==> src/rtl/rgb_status_indicator_if.sv <==
// Bundle between the frequency classifier / board control and the RGB status LED driver.
// state_valid is a one-cycle strobe with no ready: the indicator accepts every sample.
interface rgb_status_indicator_if #(
    parameter int STATE_W = 4,
    parameter int PWM_W   = 8
);
    logic [STATE_W-1:0] freq_state;
    logic               state_valid;
    logic [PWM_W-1:0]   brightness;
    logic               solid_mode;
    logic               red;
    logic               green;
    logic               blue;
    logic [STATE_W-1:0] active_code;
    logic [1:0]         dbg_state;

    modport master (
        output freq_state, state_valid, brightness, solid_mode,
        input  red, green, blue, active_code, dbg_state
    );

    modport slave (
        input  freq_state, state_valid, brightness, solid_mode,
        output red, green, blue, active_code, dbg_state
    );
endinterface

==> src/rtl/rgb_status_indicator.sv <==
// Maps classifier codes to a colour on a common RGB LED with blink, PWM brightness
// and a minimum display hold so short detections remain visible.
module rgb_status_indicator #(
    parameter int STATE_W    = 4,
    parameter int CODE_BLUE  = 9,
    parameter int CODE_RED   = 10,
    parameter int CODE_GREEN = 11,
    parameter int BLINK_DIV  = 33554432,
    parameter int HOLD_TICKS = 4,
    parameter int PWM_W      = 8
) (
    input logic               clk,
    input logic               rst,
    rgb_status_indicator_if.slave bus
);
    localparam int PRESC_W = (BLINK_DIV > 2) ? $clog2(BLINK_DIV) : 1;
    localparam int HOLD_W  = (HOLD_TICKS > 1) ? $clog2(HOLD_TICKS) : 1;

    typedef enum logic [1:0] {
        ST_IDLE   = 2'd0,
        ST_HOLD   = 2'd1,
        ST_FOLLOW = 2'd2
    } state_e;

    state_e             state_q, state_d;
    logic [STATE_W-1:0] code_q, code_d;
    logic [PRESC_W-1:0] presc_q, presc_d;
    logic [HOLD_W-1:0]  hold_q, hold_d;
    logic               phase_q, phase_d;
    logic               pend_vld_q, pend_vld_d;
    logic [STATE_W-1:0] pend_code_q, pend_code_d;
    logic [PWM_W-1:0]   pwm_q;
    logic               red_q, green_q, blue_q;
    logic               red_d, green_d, blue_d;

    logic               cand_vld;
    logic [STATE_W-1:0] cand_code;
    logic               cand_rec;
    logic               tick;
    logic               relatch;

    // A live sample takes priority over the one parked during HOLD.
    assign cand_vld  = bus.state_valid | pend_vld_q;
    assign cand_code = bus.state_valid ? bus.freq_state : pend_code_q;
    assign cand_rec  = (cand_code == STATE_W'(CODE_BLUE)) ||
                       (cand_code == STATE_W'(CODE_RED))  ||
                       (cand_code == STATE_W'(CODE_GREEN));
    assign tick      = (presc_q == PRESC_W'(BLINK_DIV - 1));

    always_ff @(posedge clk) begin
        if (rst) begin
            state_q     <= ST_IDLE;
            code_q      <= '0;
            presc_q     <= '0;
            hold_q      <= '0;
            phase_q     <= 1'b0;
            pend_vld_q  <= 1'b0;
            pend_code_q <= '0;
            pwm_q       <= '0;
            red_q       <= 1'b0;
            green_q     <= 1'b0;
            blue_q      <= 1'b0;
        end else begin
            state_q     <= state_d;
            code_q      <= code_d;
            presc_q     <= presc_d;
            hold_q      <= hold_d;
            phase_q     <= phase_d;
            pend_vld_q  <= pend_vld_d;
            pend_code_q <= pend_code_d;
            pwm_q       <= pwm_q + PWM_W'(1);
            red_q       <= red_d;
            green_q     <= green_d;
            blue_q      <= blue_d;
        end
    end

    always_comb begin
        state_d     = state_q;
        code_d      = code_q;
        presc_d     = tick ? '0 : presc_q + PRESC_W'(1);
        phase_d     = phase_q ^ tick;
        hold_d      = hold_q;
        pend_vld_d  = pend_vld_q;
        pend_code_d = pend_code_q;
        relatch     = 1'b0;
        case (state_q)
            ST_IDLE: begin
                pend_vld_d = 1'b0;
                if (cand_vld && cand_rec) begin
                    relatch = 1'b1;
                    state_d = ST_HOLD;
                end
            end
            ST_HOLD: begin
                if (bus.state_valid) begin
                    pend_code_d = bus.freq_state;
                    pend_vld_d  = 1'b1;
                end
                if (tick) begin
                    if (hold_q == HOLD_W'(HOLD_TICKS - 1)) begin
                        state_d = ST_FOLLOW;
                    end else begin
                        hold_d = hold_q + HOLD_W'(1);
                    end
                end
            end
            ST_FOLLOW: begin
                pend_vld_d = 1'b0;
                if (cand_vld) begin
                    if (!cand_rec) begin
                        state_d = ST_IDLE;
                        code_d  = '0;
                    end else if (cand_code != code_q) begin
                        relatch = 1'b1;
                        state_d = ST_HOLD;
                    end
                end
            end
            default: begin
                state_d = ST_IDLE;
                code_d  = '0;
            end
        endcase
        // A fresh code restarts the blink so it always begins in the lit phase.
        if (relatch) begin
            code_d  = cand_code;
            presc_d = '0;
            hold_d  = '0;
            phase_d = 1'b1;
        end
    end

    logic shown;
    logic lit;
    logic pwm_on;

    always_comb begin
        shown   = (state_q != ST_IDLE);
        lit     = bus.solid_mode | phase_q;
        pwm_on  = (&bus.brightness) | (pwm_q < bus.brightness);
        red_d   = shown && lit && pwm_on && (code_q == STATE_W'(CODE_RED));
        green_d = shown && lit && pwm_on && (code_q == STATE_W'(CODE_GREEN));
        blue_d  = shown && lit && pwm_on && (code_q == STATE_W'(CODE_BLUE));
    end

    assign bus.red         = red_q;
    assign bus.green       = green_q;
    assign bus.blue        = blue_q;
    assign bus.active_code = code_q;
    assign bus.dbg_state   = state_q;
endmodule

==> src/flat_wrapper.sv <==
// flat-port wrapper written by rule: the top's interface ports become plain ports
module rgb_status_indicator_flat 
#(
    parameter int STATE_W    = 4,
    parameter int CODE_BLUE  = 9,
    parameter int CODE_RED   = 10,
    parameter int CODE_GREEN = 11,
    parameter int BLINK_DIV  = 33554432,
    parameter int HOLD_TICKS = 4,
    parameter int PWM_W      = 8
)
  (clk, rst, bus_freq_state, bus_state_valid, bus_brightness, bus_solid_mode, bus_red, bus_green, bus_blue, bus_active_code, bus_dbg_state);
  rgb_status_indicator_if #(.STATE_W(STATE_W), .PWM_W(PWM_W)) bus_i ();
  input logic clk;
  input logic rst;
  input wire logic [$bits(bus_i.freq_state)-1:0] bus_freq_state;
  input wire logic [$bits(bus_i.state_valid)-1:0] bus_state_valid;
  input wire logic [$bits(bus_i.brightness)-1:0] bus_brightness;
  input wire logic [$bits(bus_i.solid_mode)-1:0] bus_solid_mode;
  output wire logic [$bits(bus_i.red)-1:0] bus_red;
  output wire logic [$bits(bus_i.green)-1:0] bus_green;
  output wire logic [$bits(bus_i.blue)-1:0] bus_blue;
  output wire logic [$bits(bus_i.active_code)-1:0] bus_active_code;
  output wire logic [$bits(bus_i.dbg_state)-1:0] bus_dbg_state;
  assign bus_i.freq_state = bus_freq_state;
  assign bus_i.state_valid = bus_state_valid;
  assign bus_i.brightness = bus_brightness;
  assign bus_i.solid_mode = bus_solid_mode;
  assign bus_red = bus_i.red;
  assign bus_green = bus_i.green;
  assign bus_blue = bus_i.blue;
  assign bus_active_code = bus_i.active_code;
  assign bus_dbg_state = bus_i.dbg_state;
  rgb_status_indicator #(.STATE_W(STATE_W), .CODE_BLUE(CODE_BLUE), .CODE_RED(CODE_RED), .CODE_GREEN(CODE_GREEN), .BLINK_DIV(BLINK_DIV), .HOLD_TICKS(HOLD_TICKS), .PWM_W(PWM_W)) u_core (.clk(clk), .rst(rst), .bus(bus_i));
endmodule
==> config.mk <==
export PLATFORM = sky130hd
export DESIGN_NAME = rgb_status_indicator_flat
export DESIGN_NICKNAME = d
export VERILOG_FILES = /design/src/rtl/rgb_status_indicator_if.sv /design/src/rtl/rgb_status_indicator.sv /design/src/flat_wrapper.sv
export SDC_FILE = /design/constraint.sdc
export NUM_CORES = 1
export LEC_CHECK = 0
export CAP_MARGIN = 20
export CORE_MARGIN = 4
export CORE_UTILIZATION = 40
export DETAILED_ROUTE_END_ITERATION = 8
export DONT_BUFFER_PORTS = 1
export MAX_ROUTING_LAYER = met4
export SYNTH_ARGS = -nofsm -noshare
export SYNTH_HDL_FRONTEND = slang
export SYNTH_SLANG_ARGS = --single-unit
==> constraint.sdc <==
create_clock -name clk -period 1.9 [get_ports clk]
set_clock_uncertainty 0.15 [all_clocks]
set_input_delay 0.38 -clock clk [delete_from_list [all_inputs] [get_ports clk]]
set_output_delay 0.38 -clock clk [all_outputs]
set_load 0.02 [all_outputs]
======== After elaboration in Yosys (flattened, before gate mapping) ========
Cells that the tools add are included.
word-level totals
  flip-flop bits (word level) ............. 50
  input port bits ......................... 16
operators by class
  $add $sub $neg .......................... 3
  mux-type cells .......................... 20
  equality and inequality tests ........... 20
  bitwise operators ....................... 5
  $lt $le $gt $ge ......................... 1
  reductions and logical operators ........ 20
operators by type and width
  operator                                                number
  adder 25 x 1 -> 25 bit (second input constant)          1
  == test 25 bit (second input constant)                  1
  == test 4 bit (second input constant)                   6
  2-to-1 mux 4 bit                                        4
  2-to-1 mux 2 bit                                        6
  inequality test 2 x 1 -> 1 bit (second input constant)  5
  adder 8 x 1 -> 8 bit (second input constant)            1
  less-than comparator 8 bit                              1
  one-hot mux 4 bit (2 select lines)                      1
  AND reduction 8 bit                                     1
  logical AND 1 bit                                       6
  2-to-1 mux 1 bit                                        6
  inequality test 3 bit (second input constant)           2
  one-hot mux 2 bit (3 select lines)                      1
  AND reduction 3 bit                                     2
  OR reduction 2 bit                                      3
  AND reduction 5 bit                                     1
  == test 2 bit (second input constant)                   2
  inequality test 4 bit                                   1
  one-hot mux 1 bit (2 select lines)                      2
  nonzero test 2 bit                                      2
  inequality test 3 x 1 -> 1 bit (second input constant)  1
  bitwise OR 1 bit                                        3
  OR reduction 3 bit                                      1
  other kinds (8)                                         9

======== Depth between registers and ports, before layout ========
  depth after elaboration ................. 9
  mapped depth ............................ 9

======== Least setup slack after synthesis ========
OpenSTA, ideal clock, no wires.
  kind .................................... register to register
  start ................................... register u_core.presc_q[0]
  end ..................................... register u_core.presc_q[2]
  period minus slack after synthesis ...... 2.083 ns
  cell stages (with the launch flop) ...... 10
  required time ........................... 1.677 ns
  path slack .............................. -0.183 ns
  arrival ................................. 1.860 ns
  path buffers ............................ 3
  path through ............................ dfxtp_1 -> ha_1 -> and2_1 -> and4_1 -> buf_2 -> and3_4 -> or2_1 -> buf_6 -> clkbuf_4 -> nor3_4
on the way
  longest elaborated chain between the ends .. 2
ends and longest elaborated chain
  item                                                                            RTL line                    text
  start, declared                                                                 rgb_status_indicator.sv:27  logic [PRESC_W-1:0] presc_q, presc_d;
  start signal, assigned                                                          rgb_status_indicator.sv:66  presc_q <= presc_d;
  parallel branches: the longest is 2 deep, another holds adder 25 x 1 -> 25 bit  n/a
Parallel ways; which one is timed is not known.
A chain may end at the register's enable or synchronous reset.

======== Final worst setup path ========
  start ................................... register u_core.presc_q[1]
  end ..................................... register u_core.presc_q[8]
Same word-level chain as after synthesis.

==> flow_metrics.env <==
export IMPL_outcome="finished clean"
export IMPL_drtAntennaViolNets=0
export IMPL_slew_headroom_pct=46.3
export IMPL_crit_chain="ha_4, and2_4, and4_1, and3_4, or2_1, buf_12, nor3_1"
export IMPL_design_core_area_sq_um=6350
export IMPL_htree_levels=2
export IMPL_synth_edf_count=0
export IMPL_synthArstFlopShare_pct=0
export IMPL_drive_gt1_share_pct=26.1
export IMPL_grt_pass1_vias=1901
export IMPL_multi_input_area_sq_um=1550
export IMPL_nFillCells=601
export IMPL_die_area_sq_um=7910
export IMPL_cp_top_family="simple AND/OR/NAND/NOR gates"
export IMPL_yosysUniqueCellTypes=49
export IMPL_setup_viol=0
export IMPL_io_buffers=0
export IMPL_drt_iter0_markers=69
export IMPL_leakagePower_nw=1.16
export IMPL_hold_class="input pin to flop"
export IMPL_antenna_found_initial=0
export IMPL_grt_total_usage_pct=14.7
export IMPL_p_per_area_nw_per_um2=688
export IMPL_synth_seq_cells=50
export IMPL_syn_avg_cell_area_sq_um=9.74
export IMPL_cts_tree="yes"
export IMPL_seq_area_sq_um=1010
export IMPL_worstSetupStartpointType="flop"
export IMPL_required_ns=1.98
export IMPL_clock_path_buffers=2
export IMPL_r2r_start="u_core.presc_q[1]"
export IMPL_dr_total_vias=1943
export IMPL_crit_path_end_kind="flop"
export IMPL_wl_per_cell_um=13.8
export IMPL_crit_type="flop to flop"
export IMPL_viasPerCell=5.34
export IMPL_tightest_slew_ns=0.803
export IMPL_fp_row_count=29
export IMPL_grt_max_degree=25
export IMPL_critPathSlowestCell="dfxtp_2"
export IMPL_die_w_um=89.0
export IMPL_grt_pass1_wl_um=8960
export IMPL_rsz0062_at_grt="true"
export IMPL_fin_crit_ns=1.84
export IMPL_worstRegToRegCells=7
export IMPL_slew_violations=0
export IMPL_wl_um=5030
export IMPL_diodes=0
export IMPL_firstDrtPassIters=4
export IMPL_syn_num_nets=295
export IMPL_insertion_delay_ns=0.30
export IMPL_min_delay_start="rst"
export IMPL_io_pins=25
export IMPL_ir_drop_mv=0.391
export IMPL_drv_cap=0
export IMPL_cp_max_fo=24
export IMPL_worstHoldEndpoint="u_core.bus.dbg_state[1]"
export IMPL_dp_hpwl_um=3640
export IMPL_cts_buffers=5
export IMPL_fin_setup_tns_ns=0
export IMPL_globalRoute_totalOverflow=0
export IMPL_startpoint="u_core.presc_q[1]"
export IMPL_worst_r2r_endpoint="u_core.presc_q[8]"
export IMPL_clkSlewWorstSetupHoldPaths_ns=0.09
export IMPL_holdPathStages=1
export IMPL_crit_arrival_ns=1.92
export IMPL_post_synth_instance_area_sq_um=2620
export IMPL_path_buf_inv=1
export IMPL_ys_warn_count=0
export IMPL_drc=0
export IMPL_fmax_mhz=543
export IMPL_start_util_pct=41.3
export IMPL_die_y_um=89.0
export IMPL_ff2ff_setup_slack_ns=0.06
export IMPL_cts_root_buf="clkbuf_8"
export IMPL_netlist_instances=269
export IMPL_finalCritPeriodShare_pct=96.9
export IMPL_clock_sinks=50
export IMPL_place_congestion=0.784
export IMPL_final_hold_viol_count=0
export IMPL_whs_ns=0.0310
export IMPL_slowest_delay_ns=0.36
export IMPL_nNetsFinal=312
export IMPL_power_total_mw=2.09
export IMPL_area_growth_synth_to_final_pct=15.9
export IMPL_yosysSeqAreaShare_pct=38.2
export IMPL_critical_path_depth=7
export IMPL_synthFlopType="dfxtp_1"
## cell usage after synthesis, types with 2 or more instances
master    number  share of area, %
a211oi_1       5               1.4
a21o_1         4               1.1
a21oi_1        7               1.3
and2_1         6               1.4
and3_1         8               1.9
and4_1         5               1.7
buf_1          2              0.29
buf_2          2              0.38
buf_6          4               1.7
clkbuf_1       4              0.57
dfxtp_1       50                38
ha_1          10               4.8
inv_1         12               1.7
mux2i_1        6               2.3
nand2_1        6              0.86
nand3_1       16               3.1
nand4_1       11               2.6
nor2_1        17               2.4
nor2b_1        3              0.72
nor3_1         8               1.5
nor3_2        18               6.9
nor3_4         2               1.2
nor3b_1        2              0.57
o22ai_1        2              0.48
o32ai_1        2              0.67
xnor2_1       12               4.0
xor2_1        23               7.7
## metrics by stage
stage / worst slack (ns) / cells / util, % / instance area, sq um
after floorplan: -0.0231 / 269 / - / 2710
after global placement: 0.0782 / 355 / 45.1 / 2860
after detailed placement: 0.0458 / 355 / 45.1 / 2860
after CTS: 0.0233 / 364 / 47.3 / 3010
after global routing: -0.00512 / 364 / 47.9 / 3040
final: 0.0585 / 364 / 47.9 / 3040
## cells by family after synthesis
family          Yosys count  share of synthesized area [%]
mux                       7                           3.15
buf+inv                  26                           5.49
fa+ha+maj                10                           4.77
simple gates            112                           28.5
compound gates           29                           8.21
xor+xnor                 35                           11.7
flops                    50                           38.2
## power breakdown
group          total, mW  internal [mW]  switching [mW]
clock              0.839          0.475           0.365
sequential          1.08           1.06          0.0157
combinational      0.170         0.0800          0.0902
## per-layer routing
metal | track usage (%) | routed length (um) | part of all wire [%] | up-vias
li1 | - | - | - | 983
met1 | 19.4 | 2460 | 49 | 932
met3 | 3.50 | 205 | 4.1 | 5
met4 | 3.25 | 38 | 0.76 | 0
met2 | 22.9 | 2330 | 46 | 23
met5 | - | 0 | 0 | -
## layout by cell type, fill, tap and decap left out, drive strengths merged, types with 2 or more instances in the layout
| master | synthesis | final |
|---|---|---|
| nor3b | 2 | 2 |
| ha | 10 | 10 |
| clkbuf | 6 | 6 |
| nor2 | 17 | 17 |
| nor4 | 2 | 2 |
| nand3 | 16 | 16 |
| buf | 8 | 23 |
| a21oi | 8 | 8 |
| and2 | 7 | 7 |
| a21o | 5 | 5 |
| nor2b | 3 | 3 |
| inv | 12 | 12 |
| o22ai | 3 | 3 |
| and3 | 9 | 9 |
| dfxtp | 50 | 50 |
| nand4 | 11 | 11 |
| xnor2 | 12 | 12 |
| nand2 | 6 | 6 |
| a211oi | 5 | 5 |
| mux2i | 7 | 7 |
| xor2 | 23 | 23 |
| and4 | 6 | 6 |
| o32ai | 2 | 2 |
| nor3 | 28 | 28 |
## registers in the layout, summed over array words and instances, names as in the netlist
register and cells:
u_core.bus.red 1, u_core.hold_q 2, u_core.phase_q 1, u_core.bus.dbg_state 2, u_core.bus.blue 1, u_core.bus.green 1
u_core.bus.active_code 4, u_core.presc_q 25, u_core.pend_vld_q 1, u_core.pend_code_q 4, u_core.pwm_q 8
## final cells by class
class | count | area share, %
Tap cell | 77 | 3.17
Inverter | 12 | 1.48
Sequential cell | 50 | 33.1
Timing Repair Buffer | 24 | 6.96
Multi-Input combinational cell | 193 | 50.9
Clock inverter | 2 | 1.28
Clock buffer | 6 | 3.09
## how the worst max path moves through the flow
stage	end	slack, ns
floorplan	u_core.hold_q[0]	-0.02
global placement	u_core.presc_q[8]	0.08
detailed placement	u_core.presc_q[1]	0.05
CTS	u_core.presc_q[1]	0.02
global route	u_core.presc_q[8]	-0.005
finish	u_core.presc_q[8]	0.06
## timing repair
item | in CTS | in global routing
resized for setup | 0 | 8
hold buffers | 1 | 0
hold endpoints to repair | 19 | 0
buffers inserted | 0 | 0
endpoints found under the setup margin | 0 | 7
Power figures use the tool's default switching activity.
